### config.mk
export PLATFORM = sky130hd
export DESIGN_NAME = bit_clmul_iter
export DESIGN_NICKNAME = d
export VERILOG_FILES = /design/src/rtl/bit_clmul_iter_pkg.sv /design/src/rtl/bit_clmul_step.sv /design/src/rtl/bit_clmul_iter.sv
export SDC_FILE = /design/constraint.sdc
export NUM_CORES = 1
export LEC_CHECK = 0
export BUFFER_PORTS_ARGS = -buffer_cell sky130_fd_sc_hd__buf_2
export CORE_ASPECT_RATIO = 0.8
export CORE_UTILIZATION = 25
export DETAILED_ROUTE_END_ITERATION = 6
export GPL_TIMING_DRIVEN = 0
export PLACE_DENSITY_LB_ADDON = 0.1
export SETUP_SLACK_MARGIN = 0.05
export SYNTH_ARGS = -nofsm -noshare
export SYNTH_HDL_FRONTEND = slang
export SYNTH_HIERARCHICAL = 1
export SYNTH_SLANG_ARGS = --single-unit
### constraint.sdc
create_clock -name clock -period 8.5 [get_ports clock]
set_input_delay 0.85 -clock clock [delete_from_list [all_inputs] [get_ports clock]]
set_output_delay 0.85 -clock clock [all_outputs]
set_load 0.005 [all_outputs]
### src/rtl/bit_clmul_iter_pkg.sv
// Shared types and constants for the iterative carry-less multiplier.
package bit_clmul_iter_pkg;

  typedef enum logic [1:0] {
    IDLE = 2'd0,
    BUSY = 2'd1,
    DONE = 2'd2
  } state_t;

  // One-hot {clmulr, clmulh, clmul_}
  typedef logic [2:0] bit_clmul_op;

  localparam int OP_CLMUL  = 0;
  localparam int OP_CLMULH = 1;
  localparam int OP_CLMULR = 2;

endpackage

### src/rtl/bit_clmul_step.sv
// Combinational step: XORs STEP shifted copies of the multiplicand into the accumulator.
module bit_clmul_step
  import bit_clmul_iter_pkg::*;
#(
  parameter int XLEN = 32,
  parameter int STEP = 1,
  parameter int CW   = 6
) (
  input  logic [2*XLEN-1:0] acc,
  input  logic [XLEN-1:0]   rdata1,
  input  logic [STEP-1:0]   bits,
  input  logic [CW-1:0]     base,
  output logic [2*XLEN-1:0] acc_next
);

  always_comb begin
    acc_next = acc;
    for (int j = 0; j < STEP; j++) begin
      if (bits[j]) begin
        acc_next = acc_next ^ ({{XLEN{1'b0}}, rdata1} << (int'(base) + j));
      end
    end
  end

endmodule

### src/rtl/bit_clmul_iter.sv
// Iterative carry-less multiplier (clmul/clmulh/clmulr), STEP multiplier bits per cycle.
module bit_clmul_iter
  import bit_clmul_iter_pkg::*;
#(
  parameter int XLEN  = 32,
  parameter int STEP  = 1,
  parameter int EARLY = 1
) (
  input  logic              clock,
  input  logic              reset,
  input  logic              enable,
  input  bit_clmul_op       op,
  input  logic [XLEN-1:0]   rdata1,
  input  logic [XLEN-1:0]   rdata2,
  input  logic              clear,
  output logic [XLEN-1:0]   result,
  output logic              ready,
  output logic              busy
);

  localparam int CW = $clog2(XLEN) + 1;

  typedef struct packed {
    logic            enable;
    bit_clmul_op     op;
    logic [XLEN-1:0] rdata1;
    logic [XLEN-1:0] rdata2;
    logic            clear;
  } bit_clmul_iter_in_type;

  typedef struct packed {
    logic [XLEN-1:0] result;
    logic            ready;
    logic            busy;
  } bit_clmul_iter_out_type;

  typedef struct packed {
    state_t            state;
    logic [CW-1:0]     counter;
    logic [XLEN-1:0]   rdata1;
    logic [XLEN-1:0]   rdata2;
    bit_clmul_op       op;
    logic [2*XLEN-1:0] acc;
    logic [XLEN-1:0]   result;
    logic              ready;
  } bit_clmul_iter_reg_type;

  localparam bit_clmul_iter_reg_type init_bit_clmul_iter_reg = '{
    state:   IDLE,
    counter: '0,
    rdata1:  '0,
    rdata2:  '0,
    op:      '0,
    acc:     '0,
    result:  '0,
    ready:   1'b0
  };

  // Priority clmul_ > clmulh > clmulr when several op bits are set.
  function automatic logic [XLEN-1:0] select_slice(input logic [2*XLEN-1:0] p,
                                                   input bit_clmul_op o);
    if (o[OP_CLMUL])       return p[XLEN-1:0];
    else if (o[OP_CLMULH]) return p[2*XLEN-1:XLEN];
    else                   return p[2*XLEN-2:XLEN-1];
  endfunction

  bit_clmul_iter_in_type  d;
  bit_clmul_iter_out_type o;
  bit_clmul_iter_reg_type r, rin;

  logic [STEP-1:0]   bits;
  logic [2*XLEN-1:0] acc_next;

  assign d = '{enable: enable, op: op, rdata1: rdata1, rdata2: rdata2, clear: clear};

  assign bits = STEP'(r.rdata2 >> r.counter);

  bit_clmul_step #(
    .XLEN (XLEN),
    .STEP (STEP),
    .CW   (CW)
  ) u_step (
    .acc      (r.acc),
    .rdata1   (r.rdata1),
    .bits     (bits),
    .base     (r.counter),
    .acc_next (acc_next)
  );

  always_comb begin
    bit_clmul_iter_reg_type v;
    v       = r;
    v.ready = 1'b0;
    case (r.state)
      IDLE: begin
        if (d.enable && (|d.op)) begin
          v.rdata1  = d.rdata1;
          v.rdata2  = d.rdata2;
          v.op      = d.op;
          v.counter = '0;
          v.acc     = '0;
          v.state   = BUSY;
        end
      end
      BUSY: begin
        v.acc     = acc_next;
        v.counter = r.counter + CW'(STEP);
        // Early exit once no set multiplier bits remain above the processed window.
        if ((v.counter == CW'(XLEN)) ||
            ((EARLY != 0) && ((r.rdata2 >> v.counter) == '0))) begin
          v.state = DONE;
        end
      end
      DONE: begin
        v.result = select_slice(r.acc, r.op);
        v.ready  = 1'b1;
        v.state  = IDLE;
      end
      default: v.state = IDLE;
    endcase
    if (d.clear) begin
      v.state  = IDLE;
      v.acc    = '0;
      v.ready  = 1'b0;
      v.result = r.result;
    end
    rin = v;
  end

  always_ff @(posedge clock or negedge reset) begin
    if (!reset) r <= init_bit_clmul_iter_reg;
    else        r <= rin;
  end

  assign o = '{result: r.result,
               ready:  r.ready,
               busy:   (r.state == BUSY) || (r.state == DONE)};

  assign result = o.result;
  assign ready  = o.ready;
  assign busy   = o.busy;

endmodule
# Yosys cells after proc, flatten, opt, wreduce, memory -nomap -nowiden
# Index checks and enable logic that the tools add are counted.
# word_totals
register_bits	172
in_bits	71
output_inout_bits	34
elab_cells	45
# classes
addsub	1
eq_ne	7
shift	3
n_mux	11
bitwise_logic	2
reduce_logical	13
# ops
cell	count
$mux 139	1
$pmux 64 s2	1
$mux 97	1
$mux 32	2
$mux 64	1
$shl 32x6->64	1
$xor 64x64->64	1
$mux 33	1
$logic_not 32->1	1
$shr 32x6->1	1
$shr 32x6->32	1
$pmux 6 s2	1
$ne 3x3->1 const B	3
$reduce_and 2->1	4
$add 6x1->6 const B	1
$eq 6x6->1 const B	1
$mux 2	2
$pmux 2 s2	1
$reduce_and 3->1	1
$reduce_bool 3->1	1
$reduce_or 3->1	1
$eq 2x1->1 const B	1
$eq 2x2->1 const B	1
$logic_not 2->1	1
other kinds (5)	6

# Logic depth before layout (Yosys ltp)
# logic_depth
ltp_word	7
mapped_depth	14
ltp_nobuf	11

# Cells and area by module
# Netlist, hierarchy kept.
# modules_own_cells
module	n_inst	cells_per_inst	area_each_um2	seq_area_each_um2
bit_clmul_iter	1	694	8097.8	4279.1
bit_clmul_step	1	491	3822.4	0.0

# Worst setup path before layout
# OpenSTA, ideal clock, no wires.
# synth_timing
path_type	register -> register
startpoint	register r[164] in the netlist's numbering
endpoint	register r[53] in the netlist's numbering
setup_ps	121
arrival_time_ps	3692
required_ps	8379
path_slack_ps	4687
path_stages_with_launch	14
n_path_buf	4
period_less_slack_ps	3813
path_cell_list	dfrtp_1 -> clkbuf_1 -> clkbuf_1 -> clkbuf_1 -> mux4_2 -> mux4_2 -> mux2i_1 -> nor2_1 -> nor2b_1 -> nand2_1 -> clkbuf_1 -> o22ai_1 -> xor2_1 -> a22o_1
# synth_between
elab_cells_between_ends	8
cone_classes	eq/ne (1); shift (2); mux (3); bitwise (1); reduce/logical (1)
# synth_rtl
element	line	source
from (decl)	bit_clmul_iter.sv:69	bit_clmul_iter_reg_type r, rin;
from (signal assigned)	bit_clmul_iter.sv:131	if (!reset) r <= init_bit_clmul_iter_reg;
from (signal assigned)	bit_clmul_iter.sv:132	else r <= rin;
$shr 32x6->1	bit_clmul_iter.sv:76	assign bits = STEP'(r.rdata2 >> r.counter);
via bits	bit_clmul_iter.sv:71	logic [STEP-1:0] bits;
$ne 3x3->1 (no source line)	--	
$reduce_and 3->1 (no source line)	--	
# The timed path passes the listed nets, and every way through them passes these cells. The select of a mux whose other input is x is not followed.
# A chain may end at the register's enable or synchronous reset.

# Final worst setup path
# layout_timing
startpoint	register r[164] in the netlist's numbering
endpoint	register r[91] in the netlist's numbering
# The elaborated chain is that of the path after synthesis.

==> results.cfg <==
[finish]
final.fill_count = 5000
post-route-util_pct = 29.5
num_antenna_cells = 0
final_net_count = 1384
post_route_cells_drive_above_1_share_pct = 24.4
finish.instance_area_mm2 = 0.0139
flow.area_growth_from_synthesis_pct = 16.4

[yosys]
synth_enable_flop_cells = 0
synth.net_count = 1260
yosysTopAreaCellShare_pct = 35.9
synth_compound_gate_area_share_pct = 18.4
yosysSeqAreaShare_pct = 35.9
largest_family_of_logic_cells_by_synthesized_area = multiplexers
syn-instance-count = 1185
synthSimpleGateAreaFrac_pct = 11.0
synth_area_leader_cell = dfrtp_1
synthMuxAreaShare_pct = 23.6
synthDistinctLibCells = 83
synth_area_mm2 = 0.0119
ys_top_cells_by_area = dfrtp_1 (36%), mux2_2 (8.3%), mux4_2 (5.9%), mux2i_1 (5.8%), a22o_1 (5.0%)
ys_warn_count = 6
synth-adder-area-share_pct = 0.420
netlist_top_cells_count = dfrtp_1 (171), nand2_1 (96), nor2_1 (89)
synthXorXnorAreaFrac_pct = 4.70
synth.ff_latch_count = 171
ys_dominant_reg_cell = dfrtp_1
synthArstFlopShare_pct = 100
syn-mean-instance-area_um2 = 10.1
post-synth-top-count-cell = dfrtp_1

[clocking]
post-cts-setup-buffer-count = 0
tritoncts = built
cts.hold.buffers_added = 0
htreeDepth = 4
cts.repair.resized = 0
tritoncts_num_sinks = 171
cts_max_path_buffers = 2
cts-root-buf = clkbuf_16
worstSkewPairLatency_ns = 0.47
cts_inserted_buffers = 17
cts.reportedPaths.clkPinSlew_ns = 0.07

[grt]
wire_length_of_the_first_global_routing_pass_mm = 68.9
overflow = 0
number_of_global_route_vias_before_repair = 10300
track_usage_pct = 19.3
grt_start_max_net_pins = 88
antenna_found_initial = 0

[timing]
post-route-period-util_pct = 63.8
finalSetupViolCount = 0
worst_slew_pin_slew_ns = 1.27
rsz0062_at_grt = no
finalMaxSlewViolations = 0
clock_skew_ns = 0.0116
post-route-min-period_ns = 5.42
hold_violations = 0
totalNegativeSetupSlack_ns = 0
fin_ws_ns = 3.08
max_freq_mhz = 184
slew_headroom_pct = 14.5

[route]
antenna_left = 0
vias_per_cell = 5.28
route.final.wire_length_mm = 45.8
wire_per_inst_um = 23.6
residual_drc = 2
dr_total_vias = 10200
first_pass_iters = 7
detailedRoute.firstIterationViolations = 853

[power_and_ir_drop]
static-leakage-power_nw = 5.87
vdd_ir_drop_max_uv = 170
combinationalPowerShare_pct = 49.6
cell_internal_pwr_mw = 2.21
totalPowerFinal_mw = 4.00
seq_power_share_pct = 28.5
switching_power_mw = 1.79
power.switching_fraction_pct = 44.7
pwr-share-clk_pct = 21.9
p_per_area_mw_per_mm2 = 288

[placed_design]
gpl.final_weighted_congestion = 0.927
placement.cell_area_mm2 = 0.0133
io_buffers = 104
detailedPlacementHpwl_mm = 35.1
pre_cts_slack_ns = 3.18

[die]
design.die.area_mm2 = 0.0486
core.rowCount = 71
coreArea_mm2 = 0.0470
io_pins = 105
die_width_um = 246
floorplan.initialDensity_pct = 25.4
chipHeight_um = 197

[outcome]
violations = DRC
status = finished with violations

[critical_path]
timing.rr.start = r[164]
cp-startpoint = r[164]
worst-endpoint-arrival_ns = 5.78
crit_path_end = r[91]
reg2reg_setup_slack_ns = 3.08
regToRegEndpoint = r[91]
path_class = reg -> reg
rr_worst_depth = 13
worstPathMaxFanout = 10
worstPathRequired_ns = 8.85
worst_setup_path_start_kind = flip-flop
worst_setup_path_end_kind = flip-flop

[hold_path]
hp-class = in -> async

[flow_run]
max-cap-violations = 0
cells in the final DEF (no fill, tap or decap), types with 20 or more instances in the layout:
| cell | instances |
|---|---|
| mux4_2 | 31 |
| mux2_2 | 88 |
| a21oi_1 | 64 |
| nor3_1 | 20 |
| nand3_1 | 26 |
| o21ai_0 | 50 |
| nand2_1 | 96 |
| xor2_1 | 29 |
| mux2i_1 | 69 |
| nor2_1 | 89 |
| a22o_1 | 68 |
| xnor2_1 | 35 |
| buf_2 | 117 |
| clkbuf_1 | 63 |
| dfrtp_1 | 171 |
| buf_4 | 35 |
through the flow:
| stage | cells | hold slack (ns) |
|---|---|---|
| finish | 1941 | 0.343 |
| global route | 1941 | 0.400 |
| CTS | 1941 | 0.391 |
| detailed placement | 1910 | 0.473 |
| global placement | 1909 | 0.475 |
| floorplan | 1185 | 0.451 |
layout make-up:
class / count / area, µm² / share of cell area, %
multi-input cells: 871 / 6930 / 49.9
repair buffers: 105 / 558 / 4.02
clock buffers: 22 / 464 / 3.34
clock inverters: 9 / 161 / 1.16
inverters: 17 / 63.8 / 0.460
plain buffers: 126 / 649 / 4.68
well taps: 620 / 776 / 5.59
flip-flops and latches: 171 / 4280 / 30.8
cell families after synthesis:
kind of cell,Yosys count
xor gates and xnor gates,64
DFF,171
AOI/OAI and AO/OA,307
muxes,207
buffers and inverters,143
adders and majority gates,4
and+or+nand+nor,289
power groups by stage:
stage	clock, mW	sequential (mW)	combinational [mW]
after floorplan	0	1.06	1.30
after global placement	0	1.15	1.97
after detailed placement	0	1.15	1.95
after CTS	0.906	1.14	1.96
after global routing	0.936	1.16	2.10
final	0.877	1.14	1.98
registers in the layout, summed over array words and instances, names as in the netlist:
| signal | count |
|---|---|
| r | 138 |
| result | 32 |
| ready | 1 |
metal layers:
| metal | vias up | track usage, % | part of all wire, % |
|---|---|---|---|
| li1 | 4644 | - | - |
| met1 | 5220 | 29.6 | 51 |
| met2 | 335 | 26.9 | 42 |
| met3 | 48 | 3.50 | 5.7 |
| met4 | 0 | 5.80 | 2.2 |
| met5 | - | 0 | 0 |
critical path, stage by stage, from the launching register on:
cell	delay [ns]
dfrtp_1	0.58
clkbuf_1	0.42
clkbuf_1	0.43
clkbuf_1	0.71
mux4_2	0.40
mux4_2	0.27
mux2i_1	0.10
nor2_1	0.27
nor2b_1	0.59
nand3_1	0.47
o21a_1	0.30
mux2_1	0.28
a211o_1	0.30
a22o_1	0.20
worst min-delay path by stage:
stage          slack (ns)  startpoint  cells past startpoint         end
3_3_place_gp         0.47  result[28]                      2  result[28]
6_report             0.34       reset                      1      r[157]
2_1_floorplan        0.45   result[0]                      2   result[0]
3_5_place_dp         0.47  result[31]                      2  result[31]
5_1_grt              0.40       reset                      1      r[157]
4_1_cts              0.39       reset                      1      r[157]
(Power assumes the default switching activity.)
